===== config.mk =====
export PLATFORM = sky130hd
export DESIGN_NAME = driver_matriz_scan
export DESIGN_NICKNAME = d
export VERILOG_FILES = /design/src/rtl/driver_matriz_pkg.sv /design/src/rtl/driver_matriz_scan_divisor.sv /design/src/rtl/driver_matriz_scan.sv
export SDC_FILE = /design/constraint.sdc
export NUM_CORES = 1
export LEC_CHECK = 0
export BUFFER_PORTS_ARGS = -buffer_cell sky130_fd_sc_hd__clkbuf_2
export CORE_MARGIN = 2
export CORE_UTILIZATION = 55
export DETAILED_ROUTE_END_ITERATION = 8
export PLACE_DENSITY = 0.75
export SETUP_SLACK_MARGIN = 0.05
export SYNTH_ARGS = -nofsm -noshare
export SYNTH_HDL_FRONTEND = slang
export SYNTH_SLANG_ARGS = --single-unit

===== constraint.sdc =====
create_clock -name clock -period 2.6 [get_ports clock]
set_input_delay 0.26 -clock clock [delete_from_list [all_inputs] [get_ports clock]]
set_output_delay 0.26 -clock clock [all_outputs]
set_load 0.1 [all_outputs]

===== src/rtl/driver_matriz_pkg.sv =====
// Shared types and constants for the LED matrix scan driver.
package driver_matriz_pkg;

    typedef enum logic {
        APAGADO = 1'b0,
        ACESO   = 1'b1
    } estado_t;

    localparam int LINHAS_PADRAO       = 8;
    localparam int COLUNAS_PADRAO      = 8;
    localparam int DIV_BITS_PADRAO     = 8;
    localparam int BRILHO_BITS_PADRAO  = 4;
    localparam int BLANK_CICLOS_PADRAO = 2;
    localparam int ATIVO_ALTO_PADRAO   = 1;

    // Ceiling log2, never below 1 so it can size a vector directly.
    function automatic int clog2w(input int n);
        int w;
        w = 1;
        while ((1 << w) < n) w = w + 1;
        return w;
    endfunction

endpackage


===== src/rtl/driver_matriz_scan_divisor.sv =====
// Scan prescaler: free-running counter with a one-clock tick on each wrap.
module divisor_tick
    import driver_matriz_pkg::*;
#(
    parameter int DIV_BITS = DIV_BITS_PADRAO
) (
    input  logic clock,
    input  logic reset,
    output logic tick
);
    logic [DIV_BITS-1:0] cnt_q;

    always_ff @(posedge clock or negedge reset) begin
        if (!reset) begin
            cnt_q <= '0;
        end else begin
            cnt_q <= cnt_q + 1'b1;
        end
    end

    assign tick = &cnt_q;

endmodule


===== src/rtl/driver_matriz_scan.sv =====
// Row-scanned LED matrix driver: double-buffered frame store, PWM brightness
// inside each row slot and forced blanking after every row change.
module driver_matriz_scan
    import driver_matriz_pkg::*;
#(
    parameter int LINHAS            = LINHAS_PADRAO,
    parameter int COLUNAS           = COLUNAS_PADRAO,
    parameter int DIV_BITS          = DIV_BITS_PADRAO,
    parameter int BRILHO_BITS       = BRILHO_BITS_PADRAO,
    parameter int BLANK_CICLOS      = BLANK_CICLOS_PADRAO,
    parameter int LINHA_ATIVO_ALTO  = ATIVO_ALTO_PADRAO,
    parameter int COLUNA_ATIVO_ALTO = ATIVO_ALTO_PADRAO
) (
    input  logic                      clock,
    input  logic                      reset,
    input  logic                      wr_en,
    input  logic [clog2w(LINHAS)-1:0] wr_linha,
    input  logic [COLUNAS-1:0]        wr_dado,
    input  logic                      troca_req,
    input  logic [BRILHO_BITS-1:0]    brilho,
    output logic                      troca_ack,
    output logic                      fim_quadro,
    output logic [LINHAS-1:0]         linhas,
    output logic [COLUNAS-1:0]        colunas
);
    localparam int RW = clog2w(LINHAS);
    localparam int BW = clog2w(BLANK_CICLOS);
    localparam logic [RW-1:0]          ULTIMA    = RW'(LINHAS - 1);
    localparam logic [BRILHO_BITS-1:0] FASE_MAX  = '1;
    localparam logic [BW-1:0]          BLANK_FIM = BW'(BLANK_CICLOS - 1);
    localparam logic [LINHAS-1:0]      UM_LINHA  = LINHAS'(1);
    localparam logic [LINHAS-1:0]      LINHAS_OFF  = {LINHAS{(LINHA_ATIVO_ALTO == 0)}};
    localparam logic [COLUNAS-1:0]     COLUNAS_OFF = {COLUNAS{(COLUNA_ATIVO_ALTO == 0)}};

    logic                                tick;
    logic [1:0][LINHAS-1:0][COLUNAS-1:0] mem_q;
    logic [BRILHO_BITS-1:0]              fase_q, fase_d;
    logic [BRILHO_BITS-1:0]              brilho_q, brilho_d;
    logic [RW-1:0]                       linha_q, linha_d;
    logic [BW-1:0]                       blank_q, blank_d;
    estado_t                             estado_q, estado_d;
    logic                                banco_q, banco_d;
    logic                                pend_q, pend_d;
    logic                                primeiro_q;
    logic                                fim_slot, fim_quadro_d, troca_d, wr_ok;
    logic [COLUNAS-1:0]                  padrao, colunas_d;
    logic [LINHAS-1:0]                   linhas_d;
    logic                                troca_ack_q, fim_quadro_q;
    logic [LINHAS-1:0]                   linhas_q;
    logic [COLUNAS-1:0]                  colunas_q;

    divisor_tick #(
        .DIV_BITS (DIV_BITS)
    ) u_divisor (
        .clock (clock),
        .reset (reset),
        .tick  (tick)
    );

    assign wr_ok = wr_en && ({1'b0, wr_linha} < (RW + 1)'(LINHAS));

    always_comb begin
        fim_slot     = tick && (fase_q == FASE_MAX);
        fim_quadro_d = fim_slot && (linha_q == ULTIMA);
        troca_d      = fim_quadro_d && (pend_q || troca_req);

        fase_d   = tick ? fase_q + 1'b1 : fase_q;
        linha_d  = linha_q;
        if (fim_slot) begin
            linha_d = (linha_q == ULTIMA) ? '0 : linha_q + 1'b1;
        end
        banco_d  = troca_d ? ~banco_q : banco_q;
        pend_d   = troca_d ? 1'b0 : (troca_req ? 1'b1 : pend_q);
        brilho_d = (fim_slot || primeiro_q) ? brilho : brilho_q;

        estado_d = estado_q;
        blank_d  = blank_q;
        if (fim_slot) begin
            blank_d  = '0;
            estado_d = (BLANK_CICLOS == 0) ? ACESO : APAGADO;
        end else if (estado_q == APAGADO) begin
            if (BLANK_CICLOS == 0 || blank_q == BLANK_FIM) begin
                estado_d = ACESO;
            end else begin
                blank_d = blank_q + 1'b1;
            end
        end

        // On a swap edge the incoming write lands in the bank that becomes front.
        if (troca_d && wr_ok && (wr_linha == linha_d)) begin
            padrao = wr_dado;
        end else begin
            padrao = mem_q[banco_d][linha_d];
        end

        linhas_d  = '0;
        colunas_d = '0;
        if (estado_d == ACESO) begin
            linhas_d = UM_LINHA << linha_d;
            if (fase_d < brilho_d) begin
                colunas_d = padrao;
            end
        end
    end

    always_ff @(posedge clock or negedge reset) begin
        if (!reset) begin
            fase_q       <= '0;
            brilho_q     <= '0;
            linha_q      <= '0;
            blank_q      <= '0;
            estado_q     <= APAGADO;
            banco_q      <= 1'b0;
            pend_q       <= 1'b0;
            primeiro_q   <= 1'b1;
            troca_ack_q  <= 1'b0;
            fim_quadro_q <= 1'b0;
            linhas_q     <= LINHAS_OFF;
            colunas_q    <= COLUNAS_OFF;
        end else begin
            fase_q       <= fase_d;
            brilho_q     <= brilho_d;
            linha_q      <= linha_d;
            blank_q      <= blank_d;
            estado_q     <= estado_d;
            banco_q      <= banco_d;
            pend_q       <= pend_d;
            primeiro_q   <= 1'b0;
            troca_ack_q  <= troca_d;
            fim_quadro_q <= fim_quadro_d;
            linhas_q     <= linhas_d ^ LINHAS_OFF;
            colunas_q    <= colunas_d ^ COLUNAS_OFF;
        end
    end

    always_ff @(posedge clock or negedge reset) begin
        if (!reset) begin
            mem_q <= '0;
        end else if (wr_ok) begin
            mem_q[~banco_q][wr_linha] <= wr_dado;
        end
    end

    assign troca_ack  = troca_ack_q;
    assign fim_quadro = fim_quadro_q;
    assign linhas     = linhas_q;
    assign colunas    = colunas_q;

endmodule


==> impl_metrics.py <==
metrics = {
    "pwr": {
        "ir_drop_mv": 0.5148,
        "powerDensity_nw_per_um2": 638.6,
        "totalPowerFinal_uw": 6059,
        "static-leakage-power_uw": 0.004328,
    },
    "clock_tree": {
        "htreeDepth": 4,
        "clkSinkCount": 170,
        "cts_made_buffers": 17,
        "clk_path_buf_depth": 2,
        "path_clk_slew_ps": 60,
        "cts-root-buf": "clkbuf_16",
        "cts_tree": "yes",
        "clock_latency_ps": 430,
    },
    "sta": {
        "hold_viol": 0,
        "max_freq_mhz": 406.1,
        "finalSetupViolCount": 0,
        "fin_skew_ps": 6.858,
        "fin_crit_ps": 2463,
        "tightest_slew_ps": 696.6,
        "slew_headroom_pct": 53.39,
        "slew_violations": 0,
        "period_share_pct": 94.71,
        "rsz0062_at_grt": "true",
    },
    "logic_synthesis": {
        "synth.cell_area_sq_um": 8028,
        "ys_seq_area_share_pct": 53.01,
        "synth_top_cell_by_area": "dfrtp_1",
        "synth-edff-count": 0,
        "synth_nets": 693,
        "ys_ff_latch": 170,
        "async_reset_ff_share_pct": 100.0,
        "syn_avg_cell_area_sq_um": 12.04,
        "synth.most_common_cell": "dfrtp_1",
        "netlist-cell-type-count": 55,
        "synth_ff_type": "dfrtp_1",
        "syn_inst": 667,
        "yosysWarnings": 0,
        "yosysTopAreaCellShare_pct": 52.68,
        "synthTopCellsByCount": "dfrtp_1 (169), mux2_2 (146), nand2_1 (66)",
        "synth.area.top_cells": "dfrtp_1 (53%), mux2_2 (20%), mux2i_1 (4.6%), nand2_1 (3.1%), a31oi_1 (1.7%)",
    },
    "global_route": {
        "grt_usage_pct": 26.10,
        "grt_pass1_wl_um": 31730,
        "grt_overflow": 0,
        "grt_max_degree": 73,
        "antenna_found_initial": 0,
        "grt_pass1_vias": 5924,
    },
    "floorplan": {
        "initial_core_util_pct": 55.87,
        "die_w_um": 124.8,
        "die-area_sq_um": 15580,
        "pin_count": 37,
        "placementRows": 44,
        "core_sq_um": 14370,
        "die_h_um": 124.8,
    },
    "drt": {
        "route.vias.total": 5703,
        "wl_per_cell_um": 20.91,
        "dr.pass1.iters": 7,
        "wl_met2_um": 9531,
        "initialDrtViolationCount": 443,
        "maxUsedRoutingLayer": "met4",
        "postRouteAntennaNets": 0,
        "wl_met3_um": 1145,
        "wirelength_um": 19380,
        "viasPerCell": 6.152,
        "drt-met1-wl_um": 8170,
        "drc_errors": 0,
    },
    "worst_setup_path": {
        "arrival_ps": 2810,
        "start_kind": "flip-flop",
        "required_ps": 2950,
        "cp_max_fo": 17,
        "worstSetupPathType": "reg -> reg",
        "end_kind": "flip-flop",
    },
    "placed_design": {
        "dpl_cell_area_sq_um": 8710,
        "dp_hpwl_um": 12830,
        "gp_congestion": 0.8694,
        "port_buffers": 36,
    },
    "cells_and_area": {
        "final_nets": 757,
        "antennaDiodeCount": 0,
        "area_growth_pct": 18.19,
        "fin_area_sq_um": 9488,
        "drive_gt1_share_pct": 39.17,
    },
    "worst_hold_path": {
        "hold_path.class": "in -> reg",
    },
    "status": {
        "outcome": "completed",
    },
    "job": {
        "drv_cap": 0,
    },
}
cells in the final DEF (no fill, tap or decap), drive strengths merged, types with 2 or more instances in the layout:
cell type,count
o21ai,27
nor2b,5
o211ai,2
mux2i,38
and3,4
ha,7
a211oi,14
clkinvlp,2
and2,2
nand3,21
inv,7
a31oi,22
xnor2,10
a21oi,4
o22ai,2
nand2,66
bufinv,4
a32oi,7
nor4,2
nand4,7
buf,44
nand3b,2
xor2,3
nor3,7
o2111ai,2
dfrtp,169
nand2b,3
clkbuf,55
mux2,147
clkinv,6
nor2,34
o221ai,2
layer usage:
| metal | GRT usage, % | vias up |
|---|---|---|
| met3 | 6.057 | 42 |
| met2 | 42.53 | 206 |
| met1 | 34.37 | 2910 |
| li1 | - | 2545 |
| met5 | 0 | - |
| met4 | 9.673 | 0 |
flip-flops by register name, summed over array words and instances, names as in the netlist:
signal and cells:
mem_q 128, pend_q 1, estado_q 1, banco_q 1, troca_ack 1, u_divisor.cnt_q 8
linhas 8, blank_q 1, fase_q 4, linha_q 3, fim_quadro 1, brilho_q 4
primeiro_q 1, colunas 8
kinds of logic after synthesis:
logic type / after synthesis / share of synthesized area, %
xor gates and xnor gates: 13 / 1.418
AOI/OAI and AO/OA: 88 / 7.232
other: 1 / 0.04671
adders and majority gates: 7 / 1.091
and+or+nand+nor: 160 / 9.508
buffers and inverters: 43 / 2.182
muxes: 185 / 25.51
DFF: 170 / 53.01
stage by stage:
step / setup WS (ps) / hold WS, ps / setup TNS (ps) / cells / utilization, %
finish: 137.5 / 67.42 / 0 / 927 / 66.03
global route: -2.097 / 73.96 / -2.097 / 927 / 66.03
CTS: 59.00 / 66.54 / 0 / 921 / 65.30
detailed placement: -101.8 / 326.2 / -431.4 / 885 / 60.61
global placement: -78.13 / 314.4 / -118.4 / 885 / 60.61
floorplan: 53.07 / -35.59 / 0 / 667 / -
worst paths after layout:
check                                start                  to  slack, ps  depth (start not counted)
worst max-delay path            linha_q[0]          colunas[3]        140                         12
max in group asynchronous            reset           mem_q[89]       1410                          3
worst max register to register  linha_q[0]          colunas[3]        140                         12
worst min register to register    estado_q             blank_q        480                          1
worst min-delay path             brilho[2]         brilho_q[2]         70                          3
min in group asynchronous            reset  u_divisor.cnt_q[3]        420                          2
critical path, cell delays in order (launching register included):
cell and delay [ps]:
dfrtp_2 400, ha_1 200, ha_2 220, o21ai_1 140
nor4_2 70, buf_4 140, xnor2_2 150, bufinv_8 290
buf_4 170, nand2_1 60, a31oi_1 210, o21ai_1 150
a31oi_1 190
final cells by class:
| type | instances | area, sq um |
|---|---|---|
| well taps | 184 | 230.2 |
| clock inverters | 11 | 146.4 |
| repair buffers | 80 | 589.3 |
| inverters | 8 | 45.04 |
| fillers | 1052 | 4881 |
| multi-input cells | 454 | 3772 |
| clock buffers | 20 | 446.7 |
| flip-flops and latches | 170 | 4258 |
timing repair:
| action | 4_1_cts | 5_1_grt |
|---|---|---|
| hold endpoints to repair | 67 | 0 |
| pin swaps | 4 | 8 |
| setup buffers | 4 | 6 |
| resized for setup | 10 | 15 |
| setup endpoints to repair | 8 | 8 |
| hold buffers | 1 | 0 |
report_power, final:
| part | switching (uW) | total, uW | internal, uW |
|---|---|---|---|
| combinational | 229 | 484 | 255 |
| sequential | 137 | 3010 | 2870 |
| clock | 1030 | 2560 | 1530 |
| total | 1400 | 6060 | 4660 |
(Power assumes the default switching activity.)
